[config.mk]
export PLATFORM = sky130hd
export DESIGN_NAME = rca_adder_16bit_flat
export DESIGN_NICKNAME = d
export VERILOG_FILES = /design/src/rtl/rca_adder_16bit_if.sv /design/src/rtl/rca_adder_16bit.sv /design/src/flat_wrapper.sv
export SDC_FILE = /design/constraint.sdc
export NUM_CORES = 1
export LEC_CHECK = 0
export ABC_AREA = 1
export BUFFER_PORTS_ARGS = -buffer_cell sky130_fd_sc_hd__buf_4
export CAP_MARGIN = 20
export CORE_ASPECT_RATIO = 2
export CORE_MARGIN = 2
export CORE_UTILIZATION = 40
export CTS_BUF_LIST = sky130_fd_sc_hd__clkbuf_2
export DETAILED_ROUTE_END_ITERATION = 8
export PLACE_DENSITY = 0.72
export SYNTH_ARGS = -nofsm -noshare
export SYNTH_HDL_FRONTEND = slang
export SYNTH_SLANG_ARGS = --single-unit
[constraint.sdc]
create_clock -name clk -period 1.6 [get_ports clk]
set_input_delay 0.16 -clock clk [delete_from_list [all_inputs] [get_ports clk]]
set_output_delay 0.16 -clock clk [all_outputs]
set_load 0.03 [all_outputs]
[src/rtl/rca_adder_16bit_if.sv]
// -----------------------------------------------------------------------------
// rca_adder_16bit_if
// Operand/result bundle for the ripple-carry adder stage.
//
// Signals:
//   in_valid  : operands a/b are valid this cycle (master -> slave)
//   a, b      : unsigned operands, WIDTH bits       (master -> slave)
//   sum       : registered (a+b) mod 2^WIDTH        (slave -> master)
//   cout      : registered carry out of the MSB     (slave -> master)
//   out_valid : sum/cout hold a freshly captured result (slave -> master)
//
// Modports:
//   master : the block that supplies operands and consumes results
//   slave  : the adder itself
// -----------------------------------------------------------------------------
interface rca_adder_16bit_if #(
    parameter int WIDTH = 16
);
    logic             in_valid;
    logic [WIDTH-1:0] a;
    logic [WIDTH-1:0] b;
    logic [WIDTH-1:0] sum;
    logic             cout;
    logic             out_valid;

    modport master (
        output in_valid,
        output a,
        output b,
        input  sum,
        input  cout,
        input  out_valid
    );

    modport slave (
        input  in_valid,
        input  a,
        input  b,
        output sum,
        output cout,
        output out_valid
    );
endinterface

[src/rtl/rca_adder_16bit.sv]
// -----------------------------------------------------------------------------
// rca_adder_16bit
// Unsigned ripple-carry adder with a registered result; accumulate/add stage
// of the FIR datapath. The sum is built from an explicit chain of 1-bit full
// adders, carry rippling from bit 0 up to bit WIDTH-1, with no carry-in.
//
// Ports:
//   clk   : system clock, rising edge active
//   rst_n : asynchronous reset, active low; clears sum/cout/out_valid at once
//   bus   : slave side of rca_adder_16bit_if
//             in_valid, a, b        -> operands sampled on the rising edge
//             sum, cout, out_valid  <- registered result, 1-cycle latency
//
// When in_valid is low the result registers hold their last value and only
// out_valid drops, so downstream logic can keep reading the previous sum.
// All outputs come straight from flops; there is no combinational path from
// operands to outputs.
// -----------------------------------------------------------------------------
module rca_adder_16bit #(
    parameter int WIDTH = 16
) (
    input  logic                 clk,
    input  logic                 rst_n,
    rca_adder_16bit_if.slave     bus
);

    // Ripple chain: w_carry[0] is the (absent) carry-in, tied to zero.
    logic [WIDTH:0]   w_carry;
    logic [WIDTH-1:0] w_sum;

    logic [WIDTH-1:0] r_sum;
    logic             r_cout;
    logic             r_out_valid;

    assign w_carry[0] = 1'b0;

    genvar gi;
    generate
        for (gi = 0; gi < WIDTH; gi++) begin : g_full_adder
            logic w_a;
            logic w_b;
            logic w_c;

            assign w_a = bus.a[gi];
            assign w_b = bus.b[gi];
            assign w_c = w_carry[gi];

            assign w_sum[gi]      = w_a ^ w_b ^ w_c;
            assign w_carry[gi+1]  = (w_a & w_b) | (w_a & w_c) | (w_b & w_c);
        end
    endgenerate

    always_ff @(posedge clk or negedge rst_n) begin
        if (!rst_n) begin
            r_sum       <= '0;
            r_cout      <= 1'b0;
            r_out_valid <= 1'b0;
        end else begin
            r_out_valid <= bus.in_valid;
            if (bus.in_valid) begin
                r_sum  <= w_sum;
                r_cout <= w_carry[WIDTH];
            end
        end
    end

    assign bus.sum       = r_sum;
    assign bus.cout      = r_cout;
    assign bus.out_valid = r_out_valid;

endmodule

[src/flat_wrapper.sv]
// flat-port wrapper written by rule: the top's interface ports become plain ports
module rca_adder_16bit_flat 
#(
    parameter int WIDTH = 16
)
  (clk, rst_n, bus_in_valid, bus_a, bus_b, bus_sum, bus_cout, bus_out_valid);
  rca_adder_16bit_if #(.WIDTH(WIDTH)) bus_i ();
  input  logic clk;
  input  logic rst_n;
  input wire logic [$bits(bus_i.in_valid)-1:0] bus_in_valid;
  input wire logic [$bits(bus_i.a)-1:0] bus_a;
  input wire logic [$bits(bus_i.b)-1:0] bus_b;
  output wire logic [$bits(bus_i.sum)-1:0] bus_sum;
  output wire logic [$bits(bus_i.cout)-1:0] bus_cout;
  output wire logic [$bits(bus_i.out_valid)-1:0] bus_out_valid;
  assign bus_i.in_valid = bus_in_valid;
  assign bus_i.a = bus_a;
  assign bus_i.b = bus_b;
  assign bus_sum = bus_i.sum;
  assign bus_cout = bus_i.cout;
  assign bus_out_valid = bus_i.out_valid;
  rca_adder_16bit #(.WIDTH(WIDTH)) u_core (.clk(clk), .rst_n(rst_n), .bus(bus_i));
endmodule
==> implementation parameters, run 1 <==
Parameter                              Value

Placed design
  I/O Buffers ... 52
  Post-detailed-placement half-perimeter wirelength ... approximately 1800 um
  Routability congestion estimate ... ~0.74
  Total cell area at the placement stage ... approximately 0.0015 sq mm
  Pre-CTS setup slack ... -4.443 ns

Job
  Max Cap Violations ... 0

Timing
  RSZ-0062 raised after global routing ... yes
  Final critical path time including I/O delays and setup ... 5.703 ns
  Maximum frequency from static timing analysis ... approximately 180 MHz
  Max Transition Viols Final ... 0
  Hold_ws ... about 0.095 ns
  Final setup slack of the worst path ... -4.103 ns
  Transition time at the pin with the least slew margin ... between 0.2 and 0.25 ns
  Number of endpoints with negative hold slack in the final report ... 0
  Relative max-transition margin ... 0.8399
  Part of the cycle the worst path needs ... 3.564
  Worst clock skew on the final layout ... 0 ns
  Finish-stage setup viols ... 13

Synthesis
  Avg Cell Area, Syn ... about 11 sq um
  Synth Net Count ... 145
  Sequential element share of the synthesized area ... 0.4343
  Synth warn ... 0
  Post-Synthesis Cell Area ... roughly 0.0010 sq mm
  Number of register bits inferred by synthesis ... 18
  Number of distinct library cell variants in the gate-level netlist after synthesis ... 10
  Synthesized instance count ... 94

Clock tree
  Number of sinks driven by the clock tree ... 18
  Number of buffers created by CTS ... 3
  Maximum clock path buffer count ... 2
  Total number of H-tree levels ... 1
  Clock slew at reported path FFs ... 0.18 ns
  Worst skew pair latency ... 0.27 ns
  Clock tree from TritonCTS ... yes
  Clock root cell ... clkbuf_2

Worst hold path
  Min-delay worst type ... input port to flip-flop
  Hold Startpoint ... bus_in_valid

Setup path
  Required time at the endpoint of the critical path ... approximately 1.8 ns
  Crit start category ... input port
  Source of the critical timing path ... bus_b[0]
  Reg2reg setup slack ... approximately 0.97 ns
  Critical register-to-register path startpoint ... u_core.bus.sum[12]$_DFFE_PN0P_
  Element type at the critical path end ... flip-flop
  Crit path kind ... input port to flip-flop
  Largest fanout on the critical path ... 1
  Arrival time reported for the critical path endpoint ... around 5.9 ns

Pwr
  Part of the power in registers ... 0.430
  Peak VDD IR ... around 0.00071 V
  Static Leakage ... 0.7780 nW
  Logic gate share of total power ... 0.428
  Relative contribution of the clock network to total power ... 0.142
  Cell internal power dissipation ... slightly above 0.0008 W
  Pwr per Cell Area ... 884.4 mW/mm^2
  Switching Fraction ... 0.3779
  Sw Pwr ... between 0.0005 and 0.0006 W

GRT
  Initial antenna violation count ... 0
  Global-route usage over all layers ... 0.1663
  Global-route wire length before repair ... 3567 um
  Via count of the first global-routing pass ... approximately 870
  Maximum number of pins on one net before global-route repair ... 20
  Overflow left after global routing ... 0

Drt
  Average via count per standard cell ... 4.528
  Final routed wire length divided by cell count ... 12.30 um
  Residual DRC ... 0
  Final wirelength ... 2165 um
  Drt pass-1 iters ... 4
  Via count ... roughly 800
  Routed Antenna Nets ... 0
  DR iter-0 viols ... 15

Run status
  Failing checks ... setup timing
  Run status ... complete, but fails checks

Finish
  Summed area of non-filler cells in the final layout ... approximately 0.0015 sq mm
  Fillers ... between 200 and 250
  Most used cells in the layout excluding fill and tap cells ... buf_4, nand2_1, dfrtp_1
  Most common cell after layout, fill and taps aside ... buf_4
  # nets final ... 200
  Layout Area Growth over Synthesis ... 45.48%
  N_diodes ... 0
  Fraction of layout cells with a size suffix above 1 ... 0.5338

Floorplanning
  Die Height ... around 76 um
  FP Rows ... 26
  Number of top-level pins ... 53
  Initial core utilization ... 0.4141
  Area of the placeable core ... around 0.0025 sq mm
  Die Wd ... about 40 um
  Die Footprint ... 0.003041 sq mm
path summary, 6_finish.rpt:
check | endpoint | depth (start not counted)
max reg2reg | u_core.bus.sum[12]$_DFFE_PN0P_ | 2
max | u_core.bus.sum[15]$_DFFE_PN0P_ | 21
max in group asynchronous | u_core.bus.sum[13]$_DFFE_PN0P_ | 2
min in group asynchronous | u_core.bus.sum[5]$_DFFE_PN0P_ | 2
min reg2reg | u_core.bus.sum[15]$_DFFE_PN0P_ | 2
min | u_core.bus.out_valid$_DFF_PN0_ | 1
per-layer routing:
metal | wire length (um) | part of all wire | global-route usage
met3 | 127 | 0.059 | 0.01749
met5 | 0 | 0 | 0
met4 | 26 | 0.012 | 0.06207
met1 | 715 | 0.33 | 0.1859
met2 | 1295 | 0.60 | 0.2935
flip-flops by register name, indices dropped and copies added, names as in the netlist:
name,cells
u_core.bus.cout,1
u_core.bus.sum,16
u_core.bus.out_valid,1
power by group through the flow:
stage / combinational, W / sequential [W] / clock (W)
floorplan: 0.000166 / 0.000739 / 0
global route: 0.000628 / 0.000584 / 0.000222
finish: 0.000571 / 0.000574 / 0.000189
CTS: 0.000580 / 0.000576 / 0.000200
global placement: 0.000560 / 0.000583 / 0
detailed placement: 0.000576 / 0.000583 / 0
stage by stage:
stage                 util  TNS, ns   power, W  instances
floorplan                -   -30.73  0.0009047         94
global placement    0.5879   -33.94   0.001143        171
detailed placement  0.5879   -34.63   0.001159        171
CTS                 0.6024   -29.77   0.001356        176
global route        0.6024   -30.74   0.001435        176
finish              0.6024   -29.78   0.001335        176
logic make-up (layout without fill, tap and decap cells):
group / Yosys count / in the layout / synth area share
simple gates: 51 / 51 / 0.1966
flops: 18 / 18 / 0.4343
buf+inv: 9 / 63 / 0.06754
fa+ha+maj: 16 / 16 / 0.3016
Yosys cell counts, drive strengths merged:
cell type	number	share of area
clkbuf	1	0.013
ha	1	0.012
buf	2	0.025
nand2	51	0.20
inv	6	0.029
fa	15	0.29
dfrtp	18	0.43
what timing repair did:
action,4_1_cts,5_1_grt
pin swaps,1,2
cloned,0,0
gates resized for setup,2,1
hold endpoints to repair,18,0
endpoints found under the setup margin,13,13
buffers inserted,0,0
hold buffers,1,0
critical path, stage by stage:
cell and delay (ns):
buf_6 0.10, ha_4 0.15, fa_2 0.34, fa_2 0.36
fa_2 0.36, fa_2 0.35, fa_2 0.35, fa_2 0.36
fa_2 0.36, fa_2 0.35, fa_2 0.34, fa_2 0.35
fa_2 0.35, fa_2 0.35, fa_2 0.35, fa_2 0.34
inv_2 0.06, fa_2 0.42, inv_2 0.05, nand2_1 0.04
nand2_1 0.06
cell type report:
cell class	count	area, sq um	share of cell area
clock buffers	3	15.01	0.009950
clock inverters	1	3.754	0.002488
inverters	6	30.03	0.01990
multi-input cells	67	566.8	0.3756
flip-flops and latches	18	450.4	0.2985
well taps	28	35.03	0.02322
repair buffers	53	407.9	0.2703
Power figures use the tool's default switching activity.
==> run 2: changes to the inputs <==
Settings changed: ABC_AREA 1 to 0, CORE_ASPECT_RATIO 2 to default, CTS_BUF_LIST sky130_fd_sc_hd__clkbuf_2 to sky130_fd_sc_hd__clkbuf_4.
==> run 2 against run 1 <==
  * The flow still finishes with violations (setup timing)
  * Synthesized area decreased by 0.48%
  * Critical endpoint unchanged
  * Fmax increased by 2.0%
  * Combinational power increased by 27%
  * First-iteration DRC count decreased by 93%
  * Clock skew unchanged
  * Total power increased by 18%
  * Clock power increased by 22%
  * Die area decreased by 1.2%
  * Wire length decreased by 9.8%
  * Worst setup slack improved by 0.11 ns
  * Non-clock buffer count unchanged
  * Register-to-register slack got worse by 0.16 ns
==> implementation parameters, run 2 <==
Parameter                              Value

Pwr
  Peak VDD IR ... 0.0006395 V (-10%)
  Sw Pwr ... 0.0005657 W (+12%)
  Pwr per Cell Area ... 1022 mW/mm^2 (+16%)
  Logic gate share of total power ... 0.461 (+0.033)
  Part of the power in registers ... 0.392 (-0.038)
  Relative contribution of the clock network to total power ... 0.147 (+0.005)
  Switching Fraction ... 0.3598 (-0.01808)
  Cell internal power dissipation ... 0.001006 W (+21%)
  Static Leakage ... 0.7411 nW (-4.7%)

GRT
  Overflow left after global routing ... 0 (unchanged)
  Global-route usage over all layers ... 0.1551 (-0.01115)
  Maximum number of pins on one net before global-route repair ... 19 (-5.0%)
  Global-route wire length before repair ... 3174 um (-11%)
  Initial antenna violation count ... 0 (unchanged)
  Via count of the first global-routing pass ... 741 (-15%)

Clock tree
  Clock tree from TritonCTS ... yes
  Number of sinks driven by the clock tree ... 18 (unchanged)
  Clock root cell ... clkbuf_4
  Total number of H-tree levels ... 1 (unchanged)
  Number of buffers inserted by post-CTS setup repair ... 0 (unchanged)
  Clock slew at reported path FFs ... 0.11 ns (-0.07 ns)
  Number of buffers created by CTS ... 3 (unchanged)
  Maximum clock path buffer count ... 2 (unchanged)
  Worst skew pair latency ... 0.29 ns (+0.02 ns)

Timing
  Final setup slack of the worst path ... -3.991 ns (+0.1114 ns)
  Finish-stage setup viols ... 13 (unchanged)
  TNS Setup ... -30.08 ns (-0.2979 ns)
  Final critical path time including I/O delays and setup ... 5.591 ns (-0.1114 ns)
  Hold_ws ... 0.1671 ns (+0.07167 ns)
  Maximum frequency from static timing analysis ... 178.9 MHz (+2.0%)
  Number of endpoints with negative hold slack in the final report ... 0 (unchanged)
  RSZ-0062 raised after global routing ... yes
  Max Transition Viols Final ... 0 (unchanged)
  Worst clock skew on the final layout ... 0 ns (unchanged)
  Transition time at the pin with the least slew margin ... 0.3058 ns (+0.06571 ns)
  Part of the cycle the worst path needs ... 3.495 (-0.06962)
  Relative max-transition margin ... 0.7961 (-0.04381)

Worst hold path
  Number of instances on the worst hold path ... 1 (unchanged)
  Min-delay worst type ... input port to flip-flop

Setup path
  Largest fanout on the critical path ... 1 (unchanged)
  Required time at the endpoint of the critical path ... 1.82 ns (about the same)
  Crit start category ... input port
  Element type at the critical path end ... flip-flop
  Crit path kind ... input port to flip-flop
  Worst-case reg-to-reg path depth ... 1 (-1)
  Arrival time reported for the critical path endpoint ... 5.82 ns (-0.11 ns)

Synthesis
  EDFF count, synth ... 0 (unchanged)
  Avg Cell Area, Syn ... 17.80 sq um (+61%)
  Most common cell in the netlist ... dfrtp_1
  Post-Synthesis Cell Area ... 0.001032 sq mm (-0.48%)
  Biggest area contributors in the synthesized netlist ... dfrtp_1, fa_1, mux2_4
  Share of flip-flops with an asynchronous set or reset after synthesis ... 1.000 (unchanged)
  Synth warn ... 0 (unchanged)
  Number of distinct library cell variants in the gate-level netlist after synthesis ... 9 (-1)
  Synthesized instance count ... 58 (-38%)
  Number of register bits inferred by synthesis ... 18 (unchanged)
  Most instantiated cells after synthesis ... dfrtp_1, fa_1, mux2_4
  Synth Net Count ... 109 (-25%)
  Post-synth top flop ... dfrtp_1
  Cell accounting for the most synthesized area ... dfrtp_1
  Sequential element share of the synthesized area ... 0.4364 (+0.002105)
  Yosys top cell area share ... 0.4364 (+0.002105)

Drt
  Final wirelength ... 1953 um (-9.8%)
  Routed Antenna Nets ... 0 (unchanged)
  Final routed wire length divided by cell count ... 13.66 um (+11%)
  Residual DRC ... 0 (unchanged)
  Drt pass-1 iters ... 2 (-2)
  Via count ... 666 (-16%)
  Average via count per standard cell ... 4.657 (+2.8%)
  DR iter-0 viols ... 1 (-14)

Placed design
  Routability congestion estimate ... 0.6610 (-11%)
  Post-detailed-placement half-perimeter wirelength ... 1604 um (-9.1%)
  I/O Buffers ... 52 (unchanged)

Run status
  Failing checks ... setup timing
  Run status ... complete, but fails checks

Finish
  N_diodes ... 0 (unchanged)
  Flip-flop count of the largest register, all copies and words added ... 16 (unchanged)
  Area occupied by registers ... 450.4 sq um (unchanged)
  Fraction of layout cells with a size suffix above 1 ... 0.7611 (+0.2273)
  Most common cell after layout, fill and taps aside ... buf_4
  Area used by multi-input combinational logic ... 598.1 sq um (+5.5%)
  Most used cells in the layout excluding fill and tap cells ... buf_4, dfrtp_1, fa_2
  Layout Area Growth over Synthesis ... 49.09%
  # nets final ... 165 (-18%)
  Fillers ... 195 (-16%)

Floorplanning
  Number of top-level pins ... 53 (unchanged)
  Die Height ... 54.80 um (-28%)
  FP Rows ... 18 (-31%)
  Initial core utilization ... 0.4205 (+0.006403)
  Die Footprint ... 0.003003 sq mm (-1.2%)
  Area of the placeable core ... 0.002455 sq mm (-2.0%)
  Die Wd ... 54.80 um (+37%)

Job
  Max Cap Violations ... 0 (unchanged)
==> run 2: cell count changes in the layout (fill, tap and decap cells not counted) <==
| cell | previous run | this run |
|---|---|---|
| mux2_2 | 0 | 2 |
| inv_1 | 3 | 4 |
| clkbuf_4 | 0 | 3 |
| mux2i_1 | 0 | 2 |
| inv_2 | 2 | 1 |
| fa_2 | 15 | 14 |
| inv_8 | 1 | 0 |
| mux2_4 | 0 | 13 |
| clkbuf_2 | 3 | 0 |
| nand2_2 | 5 | 0 |
| fa_1 | 0 | 1 |
| nand2_1 | 46 | 0 |
==> run 2: critical path, stage by stage <==
cell and delay, ns:
buf_6 0.10, ha_4 0.15, fa_2 0.33, fa_2 0.35, fa_2 0.35, fa_2 0.34
fa_2 0.34, fa_2 0.34, fa_2 0.34, fa_2 0.35, fa_2 0.35, fa_2 0.36
fa_2 0.35, fa_2 0.34, fa_2 0.35, fa_2 0.34, inv_2 0.06, fa_1 0.39
mux2i_1 0.14
==> run 2: stage by stage <==
stage	cell area (sq um)	setup WS, ns	util	total power [W]	instances
floorplan	1084	-4.075	-	0.001035	58
CTS	1535	-4.012	0.6254	0.001602	143
detailed placement	1480	-4.364	0.6030	0.001342	138
global route	1539	-4.107	0.6269	0.001684	143
global placement	1480	-4.323	0.6030	0.001319	138
finish	1539	-3.991	0.6269	0.001572	143
==> run 2: area by class of cell <==
class / count / area share
Multi-Input combinational cell: 33 / 0.3886
Tap cell: 30 / 0.02439
Inverter: 5 / 0.01220
Sequential cell: 18 / 0.2927
Clock inverter: 1 / 0.002439
Timing Repair Buffer: 53 / 0.2650
Clock buffer: 3 / 0.01463
==> run 2: cell families after synthesis <==
group,share of synthesized area
fa+ha+maj,0.3030
mux,0.2121
flops,0.4364
buf+inv,0.04849
==> run 2: power groups by stage <==
stage	sequential [W]	clock, W	combinational [W]
after floorplan	0.000821	0	0.000213
after global placement	0.000617	0	0.000702
after detailed placement	0.000624	0	0.000718
after CTS	0.000618	0.000249	0.000735
after global routing	0.000630	0.000271	0.000783
final	0.000616	0.000230	0.000725
==> run 2: repair_timing <==
| action | CTS | global route |
|---|---|---|
| pin swaps | 0 | 0 |
| endpoints found under the hold margin | 18 | 0 |
| gates resized for setup | 5 | 1 |
| endpoints found under the setup margin | 13 | 13 |
| hold buffers | 1 | 0 |
| gates cloned | 0 | 0 |
==> run 2: path summary, 6_finish.rpt <==
path | startpoint | to | slack, ns
min in group asynchronous | rst_n | u_core.bus.sum[5]$_DFFE_PN0P_ | 0.26
worst min-delay path | bus_in_valid | u_core.bus.out_valid$_DFF_PN0_ | 0.17
worst max register to register | u_core.bus.sum[14]$_DFFE_PN0P_ | u_core.bus.sum[14]$_DFFE_PN0P_ | 0.81
worst max-delay path | bus_b[0] | u_core.bus.sum[15]$_DFFE_PN0P_ | -3.99
worst min register to register | u_core.bus.sum[1]$_DFFE_PN0P_ | u_core.bus.sum[1]$_DFFE_PN0P_ | 0.52
max in group asynchronous | rst_n | u_core.bus.out_valid$_DFF_PN0_ | 1.13
==> run 2: metal layers <==
layer,up-vias,GRT usage,part of all wire
met5,-,0,0
met4,0,0.07500,0.0061
met3,2,0.03005,0.084
met2,35,0.2718,0.52
met1,331,0.1794,0.39
li1,298,-,-
==> run 3: changes to the inputs <==
Settings changed: PLACE_DENSITY 0.72 to default, PLACE_DENSITY_LB_ADDON from default to 0.3.
==> run 3 against run 2 <==
  * The flow still finishes with violations (setup timing)
  * Clock power decreased by 8%
  * Clock skew stayed put
  * Non-clock buffer count unchanged
  * Final cell count down 0.70%
  * Hold slack lost 0.0014 ns
  * First-iteration DRC count grew 100%
  * Via count shrank 0.75%
  * Combinational power hardly changed
  * Worst setup slack worse by 0.061 ns
==> implementation parameters, run 3 (synthesis results as in run 2) <==
Parameter                              Value

Timing
  Hold_ws ... 0.1657 ns (-0.001414 ns)
  Final setup slack of the worst path ... -4.052 ns (-0.06121 ns)
  Final critical path time including I/O delays and setup ... 5.652 ns (+0.06121 ns)
  TNS Setup ... -30.69 ns (-0.6129 ns)
  Maximum frequency from static timing analysis ... 176.9 MHz (-1.1%)
  Max Transition Viols Final ... 0 (unchanged)
  Number of endpoints with negative hold slack in the final report ... 0 (unchanged)
  Worst clock skew on the final layout ... 0 ns (unchanged)
  Finish-stage setup viols ... 13 (unchanged)
  Transition time at the pin with the least slew margin ... 0.3005 ns (-0.005307 ns)
  Relative max-transition margin ... 0.7997 (+0.003538)
  Part of the cycle the worst path needs ... 3.533 (+0.03826)
  RSZ-0062 raised after global routing ... yes

Drt
  Residual DRC ... 0 (unchanged)
  DR iter-0 viols ... 2 (+1)
  Average via count per standard cell ... 4.655 (about the same)
  WL met2 ... 1131 um (+11%)
  Final routed wire length divided by cell count ... 13.70 um (+0.29%)
  Final wirelength ... 1945 um (-0.41%)
  Via count ... 661 (-0.75%)
  Routed wl met3 ... 138 um (-16%)
  Drt pass-1 iters ... 2 (unchanged)
  Routed Antenna Nets ... 0 (unchanged)
  Met1 routed wirelength after detailed routing ... 656 um (-13%)
  Top Metal Used ... met4

Finish
  Layout Area Growth over Synthesis ... 48.36%
  # nets final ... 165 (unchanged)
  Most used cells in the layout excluding fill and tap cells ... buf_4, dfrtp_1, fa_2
  Final non-filler cell total ... 142 (-0.70%)
  N_diodes ... 0 (unchanged)
  Fraction of layout cells with a size suffix above 1 ... 0.7679 (+0.006795)
  Flip-flop count of the largest register, all copies and words added ... 16 (unchanged)
  Most common cell after layout, fill and taps aside ... buf_4

GRT
  Overflow left after global routing ... 0 (unchanged)
  Maximum number of pins on one net before global-route repair ... 19 (unchanged)
  Initial antenna violation count ... 0 (unchanged)
  Global-route usage over all layers ... 0.1434 (-0.01170)
  Global-route wire length before repair ... 2856 um (-10%)
  Via count of the first global-routing pass ... 693 (-6.5%)

Pwr
  Logic gate share of total power ... 0.467 (+0.006)
  Switching Fraction ... 0.3542 (-0.005581)
  Pwr Total ... 0.001548 W (-1.6%)
  Sw Pwr ... 0.0005482 W (-3.1%)
  Pwr per Cell Area ... 1011 mW/mm^2 (-1.1%)
  Part of the power in registers ... 0.395 (+0.003)
  Static Leakage ... 0.7353 nW (-0.79%)
  Relative contribution of the clock network to total power ... 0.137 (-0.010)
  Peak VDD IR ... 0.0005411 V (-15%)
  Cell internal power dissipation ... 0.0009994 W (-0.70%)

Clock tree
  Clock slew at reported path FFs ... 0.10 ns (about the same)
  Number of buffers inserted by post-CTS setup repair ... 0 (unchanged)
  Total number of H-tree levels ... 1 (unchanged)
  Maximum clock path buffer count ... 2 (unchanged)
  Worst skew pair latency ... 0.28 ns (about the same)
  Clock root cell ... clkbuf_4
  Number of buffers created by CTS ... 3 (unchanged)
  Clock tree from TritonCTS ... yes
  Number of sinks driven by the clock tree ... 18 (unchanged)

Worst hold path
  Worst Hold End ... u_core.bus.out_valid$_DFF_PN0_
  Hold Startpoint ... bus_in_valid
  Min-delay worst type ... input port to flip-flop
  Number of instances on the worst hold path ... 1 (unchanged)

Placed design
  Routability congestion estimate ... 0.6843 (+3.5%)
  Number of cells after detailed placement ... 138 (unchanged)
  I/O Buffers ... 52 (unchanged)
  Post-detailed-placement half-perimeter wirelength ... 1608 um (+0.24%)

Floorplanning
  Initial core utilization ... 0.4205 (unchanged)
  Number of top-level pins ... 53 (unchanged)
  Die Footprint ... 0.003003 sq mm (unchanged)
  Die Wd ... 54.80 um (unchanged)
  FP Rows ... 18 (unchanged)
  Die Height ... 54.80 um (unchanged)
  Area of the placeable core ... 0.002455 sq mm (unchanged)

Setup path
  Element type at the critical path end ... flip-flop
  Cell with the largest stage delay on the worst path ... fa_1
  Crit start category ... input port
  Arrival time reported for the critical path endpoint ... 5.86 ns (+0.04 ns)
  Crit path kind ... input port to flip-flop
  Largest fanout on the critical path ... 1 (unchanged)
  Worst-case reg-to-reg path depth ... 1 (unchanged)
  Critical path, cell by cell ... buf_6 > ha_4 > fa_2 > fa_2 > fa_2 > fa_2 > fa_2 > fa_2 > fa_2 > fa_2 > fa_2 > fa_2 > fa_2 > fa_2 > fa_2 > fa_2 > inv_2 > fa_1 > mux2i_1
  Crit-path leading delay family ... adder cells
  Reg2reg setup slack ... 0.82 ns (about the same)
  Required time at the endpoint of the critical path ... 1.81 ns (about the same)
  Number of buffers and inverters on the critical path ... 2 (unchanged)
  FF-to-FF End ... u_core.bus.sum[3]$_DFFE_PN0P_
  Cell occurring most often along the worst timing path ... fa_2
  Critical register-to-register path startpoint ... u_core.bus.sum[3]$_DFFE_PN0P_
  Critical Path Max Stage Delay ... 0.40 ns (about the same)

Job
  Max Cap Violations ... 0 (unchanged)

Run status
  Run status ... complete, but fails checks
  Failing checks ... setup timing
run 3: layout make-up:
class,count,area (sq um)
inverter,5,18.77
multi-input combinational,33,594.3
clock buffer,3,22.52
fill,202,923.4
timing repair buffer,53,407.9
sequential,18,450.4
tap,30,37.54
run 3: timing repair:
action / 4_1_cts / 5_1_grt
hold buffers: 1 / 0
gates resized for setup: 4 / 1
hold endpoints to repair: 18 / 0
setup endpoints to repair: 14 / 13
run 3: metal layers:
layer	track usage	up-vias
li1	-	298
met1	0.1580	338
met2	0.2560	23
met3	0.03005	2
met4	0.07500	0
met5	0	-
run 3: worst max path at each step:
stage	cells after the start	end	from	slack, ns
global route	19	u_core.bus.sum[15]$_DFFE_PN0P_	bus_b[0]	-4.18
CTS	19	u_core.bus.sum[15]$_DFFE_PN0P_	bus_b[0]	-4.09
floorplan	18	u_core.bus.sum[15]$_DFFE_PN0P_	bus_b[0]	-4.07
global placement	19	u_core.bus.sum[15]$_DFFE_PN0P_	bus_b[0]	-4.33
finish	19	u_core.bus.sum[15]$_DFFE_PN0P_	bus_b[0]	-4.05
detailed placement	19	u_core.bus.sum[15]$_DFFE_PN0P_	bus_b[0]	-4.42
run 3: stage by stage:
step / setup slack (ns) / utilization / area [sq um]
2_1_floorplan: -4.075 / - / 1084
3_3_place_gp: -4.332 / 0.6030 / 1480
3_5_place_dp: -4.419 / 0.6030 / 1480
4_1_cts: -4.088 / 0.6223 / 1528
5_1_grt: -4.181 / 0.6239 / 1531
6_report: -4.052 / 0.6239 / 1531
run 3: power groups by stage:
stage | Sequential [W] | Combinational, W | Clock, W
finish | 0.000612 | 0.000723 | 0.000212
global route | 0.000625 | 0.000779 | 0.000246
CTS | 0.000613 | 0.000731 | 0.000225
detailed placement | 0.000620 | 0.000717 | 0
global placement | 0.000616 | 0.000696 | 0
floorplan | 0.000821 | 0.000213 | 0
